### src/rtl/frogger_pkg.sv
// Shared types and default constants for the Frogger game-level controller.
package frogger_pkg;

   typedef enum logic [2:0] {
      StIdle     = 3'd0,
      StPlay     = 3'd1,
      StDying    = 3'd2,
      StLevelUp  = 3'd3,
      StGameOver = 3'd4
   } game_state_t;

   typedef struct packed {
      logic [3:0] hund;
      logic [3:0] tens;
      logic [3:0] ones;
   } bcd3_t;

   localparam int unsigned DefLivesInit    = 3;
   localparam int unsigned DefDeathFrames  = 60;
   localparam int unsigned DefLevelupFrames = 90;
   localparam int unsigned DefGoalY        = 40;
   localparam int unsigned DefRiverYTop    = 80;
   localparam int unsigned DefRiverYBot    = 239;
   localparam int unsigned DefMaxLevel     = 7;
   localparam int unsigned DefGoalPoints   = 50;
   localparam int unsigned FrameCntW       = 7;

endpackage

### src/rtl/frogger_game_ctrl_if.sv
// Game-level signal bundle: collision/position/key inputs and game status outputs.
interface frogger_game_ctrl_if;
   import frogger_pkg::*;

   logic        VS;
   logic [3:0]  Car_Collision;
   logic [3:0]  LPad_Collision;
   logic [10:0] Frog_Y;
   logic        Up;
   logic        Start;
   game_state_t Game_State;
   logic [1:0]  Lives;
   logic [2:0]  Level;
   bcd3_t       Score_BCD;
   logic        Frog_Reset;
   logic        Freeze;

   // Master is the surrounding top level (drives game inputs), slave is the controller.
   modport master (
      output VS, Car_Collision, LPad_Collision, Frog_Y, Up, Start,
      input  Game_State, Lives, Level, Score_BCD, Frog_Reset, Freeze
   );

   modport slave (
      input  VS, Car_Collision, LPad_Collision, Frog_Y, Up, Start,
      output Game_State, Lives, Level, Score_BCD, Frog_Reset, Freeze
   );

endinterface

### src/rtl/bcd_score_adder.sv
// Combinational 3-digit BCD score plus small binary increment, saturating at 999.
module bcd_score_adder
   import frogger_pkg::*;
(
   input  bcd3_t      score,
   input  logic [7:0] inc,
   output bcd3_t      sum
);

   logic [10:0] bin_raw;
   logic [9:0]  bin_sat;
   logic [21:0] sh;

   always_comb begin
      bin_raw = 11'(score.hund) * 11'd100 + 11'(score.tens) * 11'd10
              + 11'(score.ones) + 11'(inc);
      bin_sat = (bin_raw > 11'd999) ? 10'd999 : bin_raw[9:0];
      // Double-dabble back to BCD: digits live in sh[21:10].
      sh = {12'd0, bin_sat};
      for (int i = 0; i < 10; i++) begin
         for (int d = 0; d < 3; d++) begin
            if (sh[10+4*d +: 4] >= 4'd5) begin
               sh[10+4*d +: 4] = sh[10+4*d +: 4] + 4'd3;
            end
         end
         sh = {sh[20:0], 1'b0};
      end
      sum = bcd3_t'(sh[21:10]);
   end

endmodule

### src/rtl/frogger_game_ctrl.sv
// Frogger game sequencer: play/death/level-up/game-over FSM, lives, level and BCD score.
module frogger_game_ctrl
   import frogger_pkg::*;
#(
   parameter int unsigned LIVES_INIT     = DefLivesInit,
   parameter int unsigned DEATH_FRAMES   = DefDeathFrames,
   parameter int unsigned LEVELUP_FRAMES = DefLevelupFrames,
   parameter int unsigned GOAL_Y         = DefGoalY,
   parameter int unsigned RIVER_Y_TOP    = DefRiverYTop,
   parameter int unsigned RIVER_Y_BOT    = DefRiverYBot,
   parameter int unsigned MAX_LEVEL      = DefMaxLevel,
   parameter int unsigned GOAL_POINTS    = DefGoalPoints
) (
   input logic                Clk,
   input logic                Reset_n,
   frogger_game_ctrl_if.slave bus
);

   logic vs_q, start_q, up_q;
   logic frame_tick, start_pulse, up_pulse;

   game_state_t          state_q, state_d;
   logic [FrameCntW-1:0] cnt_q, cnt_d;
   logic [1:0]           lives_q, lives_d;
   logic [2:0]           level_q, level_d;
   bcd3_t                score_q, score_d, score_sum;
   logic [7:0]           score_inc;
   logic                 restart;
   logic                 frog_reset_q, freeze_q;
   logic                 in_river, death, goal;

   assign frame_tick  = bus.VS & ~vs_q;
   assign start_pulse = bus.Start & ~start_q;
   assign up_pulse    = bus.Up & ~up_q;

   assign in_river = (bus.Frog_Y >= 11'(RIVER_Y_TOP)) && (bus.Frog_Y <= 11'(RIVER_Y_BOT));
   assign death    = (|bus.Car_Collision) || (in_river && ~|bus.LPad_Collision);
   assign goal     = bus.Frog_Y <= 11'(GOAL_Y);

   always_comb begin
      state_d   = state_q;
      cnt_d     = cnt_q;
      lives_d   = lives_q;
      level_d   = level_q;
      score_inc = 8'd0;
      restart   = 1'b0;
      case (state_q)
         StIdle, StGameOver: begin
            if (start_pulse) begin
               state_d = StPlay;
               lives_d = 2'(LIVES_INIT);
               level_d = 3'd1;
               restart = 1'b1;
            end
         end
         StPlay: begin
            if (up_pulse) score_inc = 8'd1;
            if (frame_tick) begin
               if (death) begin
                  state_d = StDying;
                  lives_d = lives_q - 2'd1;
                  cnt_d   = FrameCntW'(DEATH_FRAMES - 1);
               end else if (goal) begin
                  state_d   = StLevelUp;
                  score_inc = score_inc + 8'(GOAL_POINTS);
                  cnt_d     = FrameCntW'(LEVELUP_FRAMES - 1);
               end
            end
         end
         StDying: begin
            if (frame_tick) begin
               if (cnt_q == '0) begin
                  state_d = (lives_q == 2'd0) ? StGameOver : StPlay;
               end else begin
                  cnt_d = cnt_q - 1'b1;
               end
            end
         end
         StLevelUp: begin
            if (frame_tick) begin
               if (cnt_q == '0) begin
                  state_d = StPlay;
                  level_d = (level_q >= 3'(MAX_LEVEL)) ? 3'(MAX_LEVEL) : level_q + 3'd1;
               end else begin
                  cnt_d = cnt_q - 1'b1;
               end
            end
         end
         default: state_d = StIdle;
      endcase
   end

   bcd_score_adder u_score_adder (
      .score (score_q),
      .inc   (score_inc),
      .sum   (score_sum)
   );

   always_comb begin
      score_d = score_q;
      if (restart)                score_d = '0;
      else if (score_inc != 8'd0) score_d = score_sum;
   end

   always_ff @(posedge Clk or negedge Reset_n) begin
      if (!Reset_n) begin
         vs_q         <= 1'b0;
         start_q      <= 1'b0;
         up_q         <= 1'b0;
         state_q      <= StIdle;
         cnt_q        <= '0;
         lives_q      <= 2'd0;
         level_q      <= 3'd1;
         score_q      <= '0;
         frog_reset_q <= 1'b0;
         freeze_q     <= 1'b1;
      end else begin
         vs_q         <= bus.VS;
         start_q      <= bus.Start;
         up_q         <= bus.Up;
         state_q      <= state_d;
         cnt_q        <= cnt_d;
         lives_q      <= lives_d;
         level_q      <= level_d;
         score_q      <= score_d;
         frog_reset_q <= (state_d == StPlay) && (state_q != StPlay);
         freeze_q     <= (state_d != StPlay);
      end
   end

   assign bus.Game_State = state_q;
   assign bus.Lives      = lives_q;
   assign bus.Level      = level_q;
   assign bus.Score_BCD  = score_q;
   assign bus.Frog_Reset = frog_reset_q;
   assign bus.Freeze     = freeze_q;

endmodule

### src/flat_wrapper.sv
// flat-port wrapper written by rule: the top's interface ports become plain ports
module frogger_game_ctrl_flat import frogger_pkg::*;
#(
   parameter int unsigned LIVES_INIT     = DefLivesInit,
   parameter int unsigned DEATH_FRAMES   = DefDeathFrames,
   parameter int unsigned LEVELUP_FRAMES = DefLevelupFrames,
   parameter int unsigned GOAL_Y         = DefGoalY,
   parameter int unsigned RIVER_Y_TOP    = DefRiverYTop,
   parameter int unsigned RIVER_Y_BOT    = DefRiverYBot,
   parameter int unsigned MAX_LEVEL      = DefMaxLevel,
   parameter int unsigned GOAL_POINTS    = DefGoalPoints
)
  (Clk, Reset_n, bus_VS, bus_Car_Collision, bus_LPad_Collision, bus_Frog_Y, bus_Up, bus_Start, bus_Game_State, bus_Lives, bus_Level, bus_Score_BCD, bus_Frog_Reset, bus_Freeze);
  frogger_game_ctrl_if bus_i ();
  input logic Clk;
  input logic Reset_n;
  input wire logic [$bits(bus_i.VS)-1:0] bus_VS;
  input wire logic [$bits(bus_i.Car_Collision)-1:0] bus_Car_Collision;
  input wire logic [$bits(bus_i.LPad_Collision)-1:0] bus_LPad_Collision;
  input wire logic [$bits(bus_i.Frog_Y)-1:0] bus_Frog_Y;
  input wire logic [$bits(bus_i.Up)-1:0] bus_Up;
  input wire logic [$bits(bus_i.Start)-1:0] bus_Start;
  output wire logic [$bits(bus_i.Game_State)-1:0] bus_Game_State;
  output wire logic [$bits(bus_i.Lives)-1:0] bus_Lives;
  output wire logic [$bits(bus_i.Level)-1:0] bus_Level;
  output wire logic [$bits(bus_i.Score_BCD)-1:0] bus_Score_BCD;
  output wire logic [$bits(bus_i.Frog_Reset)-1:0] bus_Frog_Reset;
  output wire logic [$bits(bus_i.Freeze)-1:0] bus_Freeze;
  assign bus_i.VS = bus_VS;
  assign bus_i.Car_Collision = bus_Car_Collision;
  assign bus_i.LPad_Collision = bus_LPad_Collision;
  assign bus_i.Frog_Y = bus_Frog_Y;
  assign bus_i.Up = bus_Up;
  assign bus_i.Start = bus_Start;
  assign bus_Game_State = bus_i.Game_State;
  assign bus_Lives = bus_i.Lives;
  assign bus_Level = bus_i.Level;
  assign bus_Score_BCD = bus_i.Score_BCD;
  assign bus_Frog_Reset = bus_i.Frog_Reset;
  assign bus_Freeze = bus_i.Freeze;
  frogger_game_ctrl #(.LIVES_INIT(LIVES_INIT), .DEATH_FRAMES(DEATH_FRAMES), .LEVELUP_FRAMES(LEVELUP_FRAMES), .GOAL_Y(GOAL_Y), .RIVER_Y_TOP(RIVER_Y_TOP), .RIVER_Y_BOT(RIVER_Y_BOT), .MAX_LEVEL(MAX_LEVEL), .GOAL_POINTS(GOAL_POINTS)) u_core (.Clk(Clk), .Reset_n(Reset_n), .bus(bus_i));
endmodule
### config.mk
export PLATFORM = sky130hd
export DESIGN_NAME = frogger_game_ctrl_flat
export DESIGN_NICKNAME = d
export VERILOG_FILES = /design/src/rtl/frogger_pkg.sv /design/src/rtl/frogger_game_ctrl_if.sv /design/src/rtl/bcd_score_adder.sv /design/src/rtl/frogger_game_ctrl.sv /design/src/flat_wrapper.sv
export SDC_FILE = /design/constraint.sdc
export NUM_CORES = 1
export LEC_CHECK = 0
export CAP_MARGIN = 10
export CORE_ASPECT_RATIO = 0.7
export CORE_MARGIN = 2
export CORE_UTILIZATION = 40
export DETAILED_ROUTE_END_ITERATION = 10
export GPL_ROUTABILITY_DRIVEN = 0
export PLACE_DENSITY = 0.6
export SETUP_SLACK_MARGIN = 0.5
export SLEW_MARGIN = 20
export SYNTH_ARGS = -nofsm -noshare
export SYNTH_HDL_FRONTEND = slang
export SYNTH_SLANG_ARGS = --single-unit
export TNS_END_PERCENT = 1
### constraint.sdc
create_clock -name Clk -period 9.1 [get_ports Clk]
set_input_delay 0.91 -clock Clk [delete_from_list [all_inputs] [get_ports Clk]]
set_output_delay 0.91 -clock Clk [all_outputs]
set_load 0.01 [all_outputs]
After elaboration in Yosys (flattened, before gate mapping):

Cells that the tools add are included.

* register bits after elaboration: 32
* input bits: 24
* output and inout bits: 22
* logic and storage cells: 139

* $add $sub $neg: 19
* multiply operators: 2
* $lt $le $gt $ge: 17
* equality and inequality tests: 15
* multiplexer cells: 48
* bitwise operators: 6
* reduce and logical (&&, ||, !) cells: 20

Operator list (count)
* 2-to-1 mux 4 bit: 11
* 2-to-1 mux 3 bit: 14
* 2-to-1 mux 8 bit: 5
* adder 4 x 2 -> 4 bit (second input constant): 9
* >= comparator 4 x 3 -> 1 bit (second input constant): 9
* 2-to-1 mux 7 bit: 5
* 2-to-1 mux 12 bit: 2
* adder 11 x 8 -> 11 bit: 2
* one-hot mux 7 bit (2 select lines): 1
* >= comparator 3 bit (second input constant): 4
* != test 2 x 1 -> 1 bit (second input constant): 6
* one-hot mux 3 bit (4 select lines): 1
* adder 11 x 4 -> 11 bit: 1
* >= comparator 11 x 7 -> 1 bit (second input constant): 1
* > comparator 11 x 10 -> 1 bit (second input constant): 1
* less-or-equal comparator 11 x 6 -> 1 bit (second input constant): 1
* less-or-equal comparator 11 x 8 -> 1 bit (second input constant): 1
* 2-to-1 mux 10 bit: 1
* multiplier 4 x 5 -> 9 bit (second input constant): 1
* != test 3 x 1 -> 1 bit (second input constant): 3
* adder 3 x 2 -> 4 bit (second input constant): 2
* adder 8 x 6 -> 8 bit (second input constant): 1
* AND reduction 4 bit: 2
* nonzero test 2 bit: 4
* 25 further kinds: 39

Logic depth before layout (Yosys ltp):

Gate-level depths: netlist of run 1.

* word-level depth: 28
* gate-level depth with buffers: 48
* depth with buffers taken out: 47

Hierarchy:

From an unflattened synthesis of run 1, not the netlist that was laid out.

* cell total of the unflattened synthesis: 585
* area total of the unflattened synthesis: 4689.5 sq um

By module, submodules not included
* bcd_score_adder: times used 1, cells an instance 409, area an instance 2981.6 sq um, seq. area each 0.0 sq um
* frogger_game_ctrl: times used 1, cells an instance 176, area an instance 1707.9 sq um, seq. area each 803.3 sq um

Worst setup path after synthesis of run 1:

Ideal clock, no wire load.

* path kind: input-to-reg
* start: in bus_Frog_Y[0]
* end: reg u_core.score_q (netlist bit u_core.bus.Score_BCD[6])
* library setup time: 131 ps
* arrival time: 9086 ps
* required time: 8969 ps
* slack: -117 ps
* stages: 48
* path buffers: 1
* path through: o31a_1 o21ai_0 nand3_1 nor3_1 inv_1 fa_1 inv_1 ha_1 inv_1 fa_1 nor2b_4 o31a_1 o32ai_4 xnor2_1 nand2_1 o21ai_0 nand2_1 ha_1 (+12 left out) nand4_1 nand4_1 inv_1 ha_1 o2111ai_1 a22oi_1 inv_1 ha_1 a211oi_1 a32oi_1 a311oi_2 nor2_2 inv_2 ha_1 nand2_1 o31ai_1 a41oi_1 o21ai_0

* longest elaborated chain between the ends: 26
* elaborated cells between the ends (all ways): 47
* those cells by class: add/sub: 11; order compare: 14; mux: 17; reduce/logical: 5

RTL lines
* start: declaration: line flat_wrapper.sv:20 `input wire logic [$bits(bus_i.Frog_Y)-1:0] bus_Frog_Y;`
* >= comparator 11 x 7 -> 1 bit or less-or-equal comparator 11 x 8 -> 1 bit (tied branches): line frogger_game_ctrl.sv:36 `assign in_river = (bus.Frog_Y >= 11'(RIVER_Y_TOP)) && (bus.Frog_Y <= 11'(RIVER_Y_BOT));`
* logical AND 1 bit: line frogger_game_ctrl.sv:36
* logical AND 1 bit: line frogger_game_ctrl.sv:37 `assign death = (|bus.Car_Collision) || (in_river && ~|bus.LPad_Collision);`
* logical OR 1 bit: line frogger_game_ctrl.sv:37
* 2-to-1 mux 8 bit *: line frogger_game_ctrl.sv:59 `if (death) begin`
* 2-to-1 mux 8 bit *: line frogger_game_ctrl.sv:58 `if (frame_tick) begin`
* 2-to-1 mux 8 bit *: line frogger_game_ctrl.sv:47 `case (state_q)`
* adder 11 x 8 -> 11 bit: line bcd_score_adder.sv:16 `+ 11'(score.ones) + 11'(inc);`
* (+10 left out)
* adder 4 x 2 -> 4 bit or >= comparator 4 x 3 -> 1 bit (tied branches): line bcd_score_adder.sv:23, bcd_score_adder.sv:22
* 2-to-1 mux 4 bit: line bcd_score_adder.sv:22 `if (sh[10+4*d +: 4] >= 4'd5) begin`
* adder 4 x 2 -> 4 bit or >= comparator 4 x 3 -> 1 bit (tied branches): line bcd_score_adder.sv:23, bcd_score_adder.sv:22
* 2-to-1 mux 4 bit: line bcd_score_adder.sv:22
* adder 4 x 2 -> 4 bit or >= comparator 4 x 3 -> 1 bit (tied branches): line bcd_score_adder.sv:23, bcd_score_adder.sv:22
* 2-to-1 mux 4 bit: line bcd_score_adder.sv:22
* 2-to-1 mux 12 bit: line frogger_game_ctrl.sv:102 `else if (score_inc != 8'd0) score_d = score_sum;`
* 2-to-1 mux 12 bit: line frogger_game_ctrl.sv:101 `if (restart) score_d = '0;`
* end signal: assignment: line frogger_game_ctrl.sv:125 `score_q <= score_d;`
* end: declaration: line frogger_game_ctrl.sv:26 `bcd3_t score_q, score_d, score_sum;`

Every way passes the cells marked *; elsewhere a longest branch is shown, timed or not. The select of a mux whose other input is x is not followed.
A chain may end at the register's enable or synchronous reset.

Final worst setup path of run 1:

* start: in bus_VS
* end: reg u_core.score_q (netlist bit u_core.bus.Score_BCD[6])

* longest elaborated chain between the ends: 22
* elaborated cells between the ends (all ways): 40
* those cells by class: add/sub: 11; order compare: 11; mux: 15; bitwise: 1; reduce/logical: 2

RTL lines
* start: declaration: line flat_wrapper.sv:17 `input wire logic [$bits(bus_i.VS)-1:0] bus_VS;`
* bitwise AND 1 bit *: line frogger_game_ctrl.sv:32 `assign frame_tick = bus.VS & ~vs_q;`
* 2-to-1 mux 8 bit *: line frogger_game_ctrl.sv:58
* 2-to-1 mux 8 bit *: line frogger_game_ctrl.sv:47
* adder 11 x 8 -> 11 bit: line bcd_score_adder.sv:16
* > comparator 11 x 10 -> 1 bit: line bcd_score_adder.sv:17 `bin_sat = (bin_raw > 11'd999) ? 10'd999 : bin_raw[9:0];`
* 2-to-1 mux 10 bit: line bcd_score_adder.sv:17
* adder 3 x 2 -> 4 bit or >= comparator 3 bit (tied branches): line bcd_score_adder.sv:23, bcd_score_adder.sv:22
* 2-to-1 mux 4 bit: line bcd_score_adder.sv:22
* (+6 left out)
* adder 4 x 2 -> 4 bit or >= comparator 4 x 3 -> 1 bit (tied branches): line bcd_score_adder.sv:23, bcd_score_adder.sv:22
* 2-to-1 mux 4 bit: line bcd_score_adder.sv:22
* adder 4 x 2 -> 4 bit or >= comparator 4 x 3 -> 1 bit (tied branches): line bcd_score_adder.sv:23, bcd_score_adder.sv:22
* 2-to-1 mux 4 bit: line bcd_score_adder.sv:22
* adder 4 x 2 -> 4 bit or >= comparator 4 x 3 -> 1 bit (tied branches): line bcd_score_adder.sv:23, bcd_score_adder.sv:22
* 2-to-1 mux 4 bit: line bcd_score_adder.sv:22
* 2-to-1 mux 12 bit: line frogger_game_ctrl.sv:102
* 2-to-1 mux 12 bit: line frogger_game_ctrl.sv:101

Marks and branches as above.

==> results.tsv, run 1 <==
metric	value	unit
vias	4705	
dieHeight	91.6	um
yosysTopAreaCell	dfrtp_1	
relSlewSlack	0.345	
r2r-start	u_core.bus.Score_BCD[7]	
hpwlAfterDp	10400	um
root_buffer	clkbuf_16	
worstHoldPathCells	1	
coreArea	0.0105	mm2
r2r_slack	1.04	ns
cts_sinks	32	
io_buffers	45	
critPathRequiredTime	9.30	ns
yosysSeqAreaShare	0.183	
ys_top_cells_by_area	dfrtp_1, ha_1, nand2_1, a21oi_1, fa_1	
io_pins	46	
hold_end	u_core.cnt_q[5]	
htree_levels	2	
cpMostUsedCell	inv_2	
vias_per_cell	5.82	
async_flop_share	1.00	
path_max_fanout	5	
clk_latency	0.28	ns
maxCapViolCount	0	
final.setup_skew	0.00397	ns
die_area	0.0118	mm2
synth_seq_cells	32	
final_cells	809	
min_from	u_core.cnt_q[5]	
worstPathArrival	8.56	ns
synth_cell_type_count	83	
setup_viol	0	
fin_nets	735	
r2r-end	u_core.bus.Score_BCD[6]	
yosysWarnings	0	
wl	14000	um
grt_pass1_vias	4383	
fillers	925	
synth_ff_type	dfrtp_1	
grt_pass1_wl	21800	um
slew_violations	0	
yosysTopAreaCellShare	0.171	
route.antenna.remaining_nets	0	
post-route-min-period	8.37	ns
antenna_found_initial	0	
synthAdderAreaFrac	0.159	
synth_nets	627	
critical_path.startpoint	bus_VS	
drive_above_1_share	0.265	
synth_mux_area_frac	0.0191	
drc	0	
synth_edf_count	0	
syn_area	0.00438	mm2
worstSetupPathType	input pin to register	
grt_max_degree	33	
clk_path_buf_depth	2	
grt_usage	0.228	
worst_slew_pin_slew	0.979	ns
worstSetupStartpointType	input pin	
grt_overflow	0	
status	completed	
cts_made_buffers	5	
post-route-period-util	0.919	
multi_input_area	0.00382	mm2
synth_top_family_by_area	compound AO/OA/AOI/OAI gates	
layout.area.seq	803	um2
antennaDiodeCount	0	
area_delta_synth_final	39.5	%
synth_compound_area_frac	0.302	
grt_setup_unrepaired	no	
wl_per_cell	17.3	um
dp.cells	776	
clk_pin_slew_worst_paths	0.05	ns
max_freq	120	MHz
drt_iter0_markers	322	
slowest_stage	fa_1	
max_stage_delay	0.52	ns
cts_tree	done	
die_w	129	um
synth_cells	552	
endpoint_kind	register	
synth_xor_xnor_area_share	0.0511	
initial_utilization	0.417	
r2r_cells	42	
drtPass1Iterations	5	
rows	31	
final_hold_viol_count	0	
synthSimpleGateAreaFrac	0.236	
syn-mean-instance-area	7.94	um2
hold_path.class	register to register	
area by class of cell:
type / instances / share of cell area
inverters: 45 / 0.0276
repair buffers: 111 / 0.163
well taps: 148 / 0.0303
multi-input cells: 465 / 0.624
clock buffers: 8 / 0.0239
flip-flops and latches: 32 / 0.131
cells in the mapped netlist, types with 3 or more instances:
cell type   n
nor2b_1    11
mux2i_1     5
o211ai_1   10
a32oi_1     4
a31oi_1     6
a21boi_0    3
nand4_1     8
a21oi_1    36
o211a_1     4
nand2b_1    7
o21a_1      6
nand2_1    63
a21o_1      8
o21ai_0    21
clkbuf_1    7
a2111oi_0   4
o22ai_1     6
nor2_1     42
fa_1        8
o31ai_1    11
and2_1      8
mux2_2      3
o31a_1      3
a2111oi_1   3
dfrtp_1    30
a22o_1      3
a211oi_1    5
o2111ai_1   4
o21ai_1     4
or2_1       3
inv_2       3
nand3_1    14
nor3_1     17
or3_1       6
xnor2_1    15
inv_1      42
xor2_1      5
and3_1      5
a2bb2oi_1   3
nor4_1      5
ha_1       43
a211o_1     3
stage by stage:
stage | util | area [um2] | hold slack (ns) | setup slack, ns | setup TNS [ns]
final | 0.582 | 6120 | 0.525 | 0.734 | 0
after global routing | 0.582 | 6120 | 0.554 | 0.343 | 0
after CTS | 0.541 | 5680 | 0.525 | 0.475 | 0
after detailed placement | 0.512 | 5380 | 0.508 | -0.198 | -0.800
after global placement | 0.512 | 5380 | 0.490 | -0.0252 | -0.0284
after floorplan | - | 4500 | 0.472 | 0.528 | 0
state kept, by name, indices dropped and copies added, names as in the netlist:
register / cells
u_core.vs_q: 1
u_core.bus.Frog_Reset: 1
u_core.bus.Freeze: 1
u_core.bus.Lives: 2
u_core.cnt_q: 7
u_core.bus.Level: 3
u_core.bus.Score_BCD: 12
u_core.bus.Game_State: 3
u_core.start_q: 1
u_core.up_q: 1
timing repair:
action	4_1_cts	5_1_grt
setup buffers	10	15
pin swaps	11	40
hold buffers	0	0
gates resized for setup	18	82
endpoints found under the setup margin	9	11
cell families (layout without fill, tap and decap cells):
group | count (synthesis) | after routing
and+or+nand+nor | 206 | 206
muxes | 8 | 8
DFF | 32 | 32
AOI/OAI and AO/OA | 177 | 177
buffers and inverters | 55 | 164
xor gates and xnor gates | 23 | 23
adders and majority gates | 51 | 51
worst max path at each step:
| stage | end | slack, ns | depth (start not counted) |
|---|---|---|---|
| after floorplan | u_core.bus.Score_BCD[6] | 0.53 | 48 |
| final | u_core.bus.Score_BCD[6] | 0.73 | 47 |
| after global routing | u_core.bus.Score_BCD[6] | 0.34 | 48 |
| after global placement | u_core.bus.Score_BCD[10] | -0.03 | 41 |
| after detailed placement | u_core.bus.Score_BCD[2] | -0.20 | 40 |
| after CTS | u_core.bus.Score_BCD[6] | 0.47 | 48 |
metal layers:
metal / global-route usage / vias to the layer above / part of all wire
met5: 0 / - / 0
met4: 0.0362 / 0 / 0.0099
met3: 0.0377 / 16 / 0.065
met2: 0.332 / 173 / 0.43
met1: 0.353 / 2245 / 0.50
li1: - / 2271 / -
layout by cell type (no fill, tap or decap), drive strengths merged, types with 4 or more instances in the layout:
cell / n
buf: 66
nand2: 63
inv: 45
nor2: 44
ha: 43
a21oi: 37
dfrtp: 30
clkdlybuf4s50: 28
o21ai: 26
dlymetal6s2s: 17
nor3: 17
xnor2: 17
nand3: 14
o211ai: 12
nor2b: 12
o31ai: 11
nand4: 8
a21o: 8
fa: 8
o21a: 8
and2: 8
clkbuf: 8
nand2b: 7
a31oi: 7
a2111oi: 7
or3: 6
o22ai: 6
xor2: 6
a211oi: 6
and3: 5
mux2i: 5
nor4: 5
or2: 5
a32oi: 4
o2111ai: 4
o211a: 4
worst max-delay path, delay by kind of cell:
kind / cells / cell delay [ns]
AND/OR/NAND/NOR: 15 / 1.59
AO/OA/AOI/OAI: 13 / 2.54
multiplexers: 2 / 0.32
adder cells (fa/ha/maj): 9 / 2.19
buffers and inverters: 7 / 0.85
XOR/XNOR: 1 / 0.18
Power of run 1 is not shown: default switching activity piles up to over one toggle a cycle in this logic, so the estimate is an artifact.
==> run 2: changes to the inputs <==
--- a/config.mk
+++ b/config.mk
@@ -6,12 +6,14 @@
 export NUM_CORES = 1
 export LEC_CHECK = 0
 export CAP_MARGIN = 10
+export CELL_PAD_IN_SITES_DETAIL_PLACEMENT = 0
+export CELL_PAD_IN_SITES_GLOBAL_PLACEMENT = 1
 export CORE_ASPECT_RATIO = 0.7
-export CORE_MARGIN = 2
+export CORE_MARGIN = 10
 export CORE_UTILIZATION = 40
 export DETAILED_ROUTE_END_ITERATION = 10
 export GPL_ROUTABILITY_DRIVEN = 0
-export PLACE_DENSITY = 0.6
+export PLACE_DENSITY = 0.77
 export SETUP_SLACK_MARGIN = 0.5
 export SLEW_MARGIN = 20
 export SYNTH_ARGS = -nofsm -noshare
==> run 2 against run 1 <==
Compared with the run above:
- maximum frequency down 0.18%
- setup slack worse by 0.015 ns
- cell area down 1.3%
- die area up 32%
- first-iteration DRC count down 16%
- via count down 1.3%
- worst hold slack worse by 0.020 ns
- critical path depth up 1
- final cell count up 0.12%
- sequential cell count unchanged
- critical path type unchanged
- largest cell class unchanged
- highest routed layer unchanged
==> results.tsv, run 2 (same netlist as run 1, synthesis figures left out) <==
metric	value	unit	change
initial_utilization	0.417		unchanged
r2r-end	u_core.bus.Score_BCD[6]		
routed.top_layer	met4		
slowest_stage	fa_1		
coreArea	0.0105	mm2	unchanged
grt_pass1_wl	21300	um	-2.4%
whs	0.504	ns	-0.0200 ns
min_from	u_core.cnt_q[5]		
status	completed		
worstSetupPathType	input pin to register		
setup_viol	0		unchanged
post-route-min-period	8.38	ns	+0.0153 ns
hpwlAfterDp	10500	um	+1.6%
dieHeight	108	um	+17%
final_util	0.574		-0.00738
fin_nets	736		+0.14%
max_freq	119	MHz	-0.18%
drt_iter0_markers	271		-16%
antenna_found_initial	0		unchanged
worstSetupStartpointType	input pin		
critPathRequiredTime	9.30	ns	about the same
maxCapViolCount	0		unchanged
final_hold_viol_count	0		unchanged
cts_tree	done		
final_common_cell	buf_4		
clk_path_buf_depth	2		unchanged
cpMostUsedCell	inv_2		
cts_sinks	32		unchanged
timing.final.ws_setup	0.719	ns	-0.0153 ns
drc	0		unchanged
met3WireLength	581	um	-36%
met2_length	5910	um	-1.4%
r2r_slack	0.94	ns	-0.10 ns
clk_pin_slew_worst_paths	0.06	ns	about the same
die_area	0.0156	mm2	+32%
worst_slew_pin_slew	0.890	ns	-0.0893 ns
wl	13600	um	-2.8%
dp.cells	776		unchanged
vias_per_cell	5.73		-1.5%
io_pins	46		unchanged
worstHoldPathCells	1		unchanged
largest_register_ffs	12		unchanged
final_cells	810		+0.12%
path_max_fanout	5		unchanged
grt_setup_unrepaired	yes		
slew_violations	0		unchanged
route.antenna.remaining_nets	0		unchanged
wl_per_cell	16.8	um	-2.9%
grt_pass1_vias	4310		-1.7%
critical_path.startpoint	bus_Frog_Y[2]		
max_stage_delay	0.52	ns	about the same
final.setup_skew	0.00615	ns	+0.00218 ns
post-route-period-util	0.921		+0.00168
r2r_cells	47		+12%
antennaDiodeCount	0		unchanged
hold_path.class	register to register		
die_w	145	um	+12%
grt_max_degree	33		unchanged
worstPathArrival	8.58	ns	+0.02 ns
grt_usage	0.159		-0.0688
io_buffers	45		unchanged
drtPass1Iterations	5		unchanged
wl_met1	7050	um	+1.5%
endpoint_kind	register		
r2r-start	u_core.bus.Game_State[0]		
area_delta_synth_final	37.8	%	
pre_cts_slack	-0.302	ns	-0.104 ns
layout_common_cells	buf_4, nand2_1, nor2_1		
relSlewSlack	0.405		+0.0598
vias	4642		-1.3%
grt_overflow	0		unchanged
htree_levels	2		unchanged
drive_above_1_share	0.251		-0.0140
cts_made_buffers	5		unchanged
clk_latency	0.28	ns	about the same
root_buffer	clkbuf_16		
hold_end	u_core.cnt_q[5]		
rows	31		unchanged
[run 2: cell count changes in the layout (fill, tap and decap cells not counted), moves of 2 or more]
cell,before,now
nand2_2,5,3
buf_6,2,0
or2_4,2,0
nand2_1,57,59
nor2b_2,2,0
clkbuf_1,2,0
clkbuf_2,0,2
clkdlybuf4s50_1,28,25
buf_4,64,67
[run 2: how the worst max path moves through the flow]
stage,to,depth (start not counted)
detailed placement,u_core.bus.Score_BCD[6],43
global route,u_core.bus.Score_BCD[6],48
floorplan,u_core.bus.Score_BCD[6],48
finish,u_core.bus.Score_BCD[6],48
global placement,u_core.bus.Score_BCD[2],39
CTS,u_core.bus.Score_BCD[2],40
[run 2: metrics by stage]
stage | TNS [ns] | cell area [um2]
6_report | 0 | 6040
5_1_grt | 0 | 6040
4_1_cts | 0 | 5670
3_5_place_dp | -0.804 | 5380
3_3_place_gp | 0 | 5380
2_1_floorplan | 0 | 4500
[run 2: final cells by class]
type	count	area (um2)
fillers	927	4470
multi-input cells	465	3720
repair buffers	112	988
flip-flops and latches	32	803
well taps	148	185
inverters	45	169
clock buffers	5	125
clock inverters	3	42.5
[run 2: worst max-delay path, delay by kind of cell]
kind | cells | cell delay, ns
simple gates | 14 | 1.55
mux | 2 | 0.32
xor+xnor | 1 | 0.16
fa+ha+maj | 9 | 2.24
compound gates | 14 | 2.88
buf+inv | 8 | 0.50
[run 2: timing repair]
action,in CTS,in global routing
pin swaps,10,35
buffers inserted,10,16
hold buffers,0,0
endpoints found under the setup margin,10,11
gates resized for setup,13,68
[run 2: per-layer routing]
layer / vias to the layer above / track usage
li1: 2278 / -
met1: 2249 / 0.233
met2: 109 / 0.238
met3: 6 / 0.0336
met4: 0 / 0.0165
met5: - / 0
Power of run 2 is left out for the same reason.
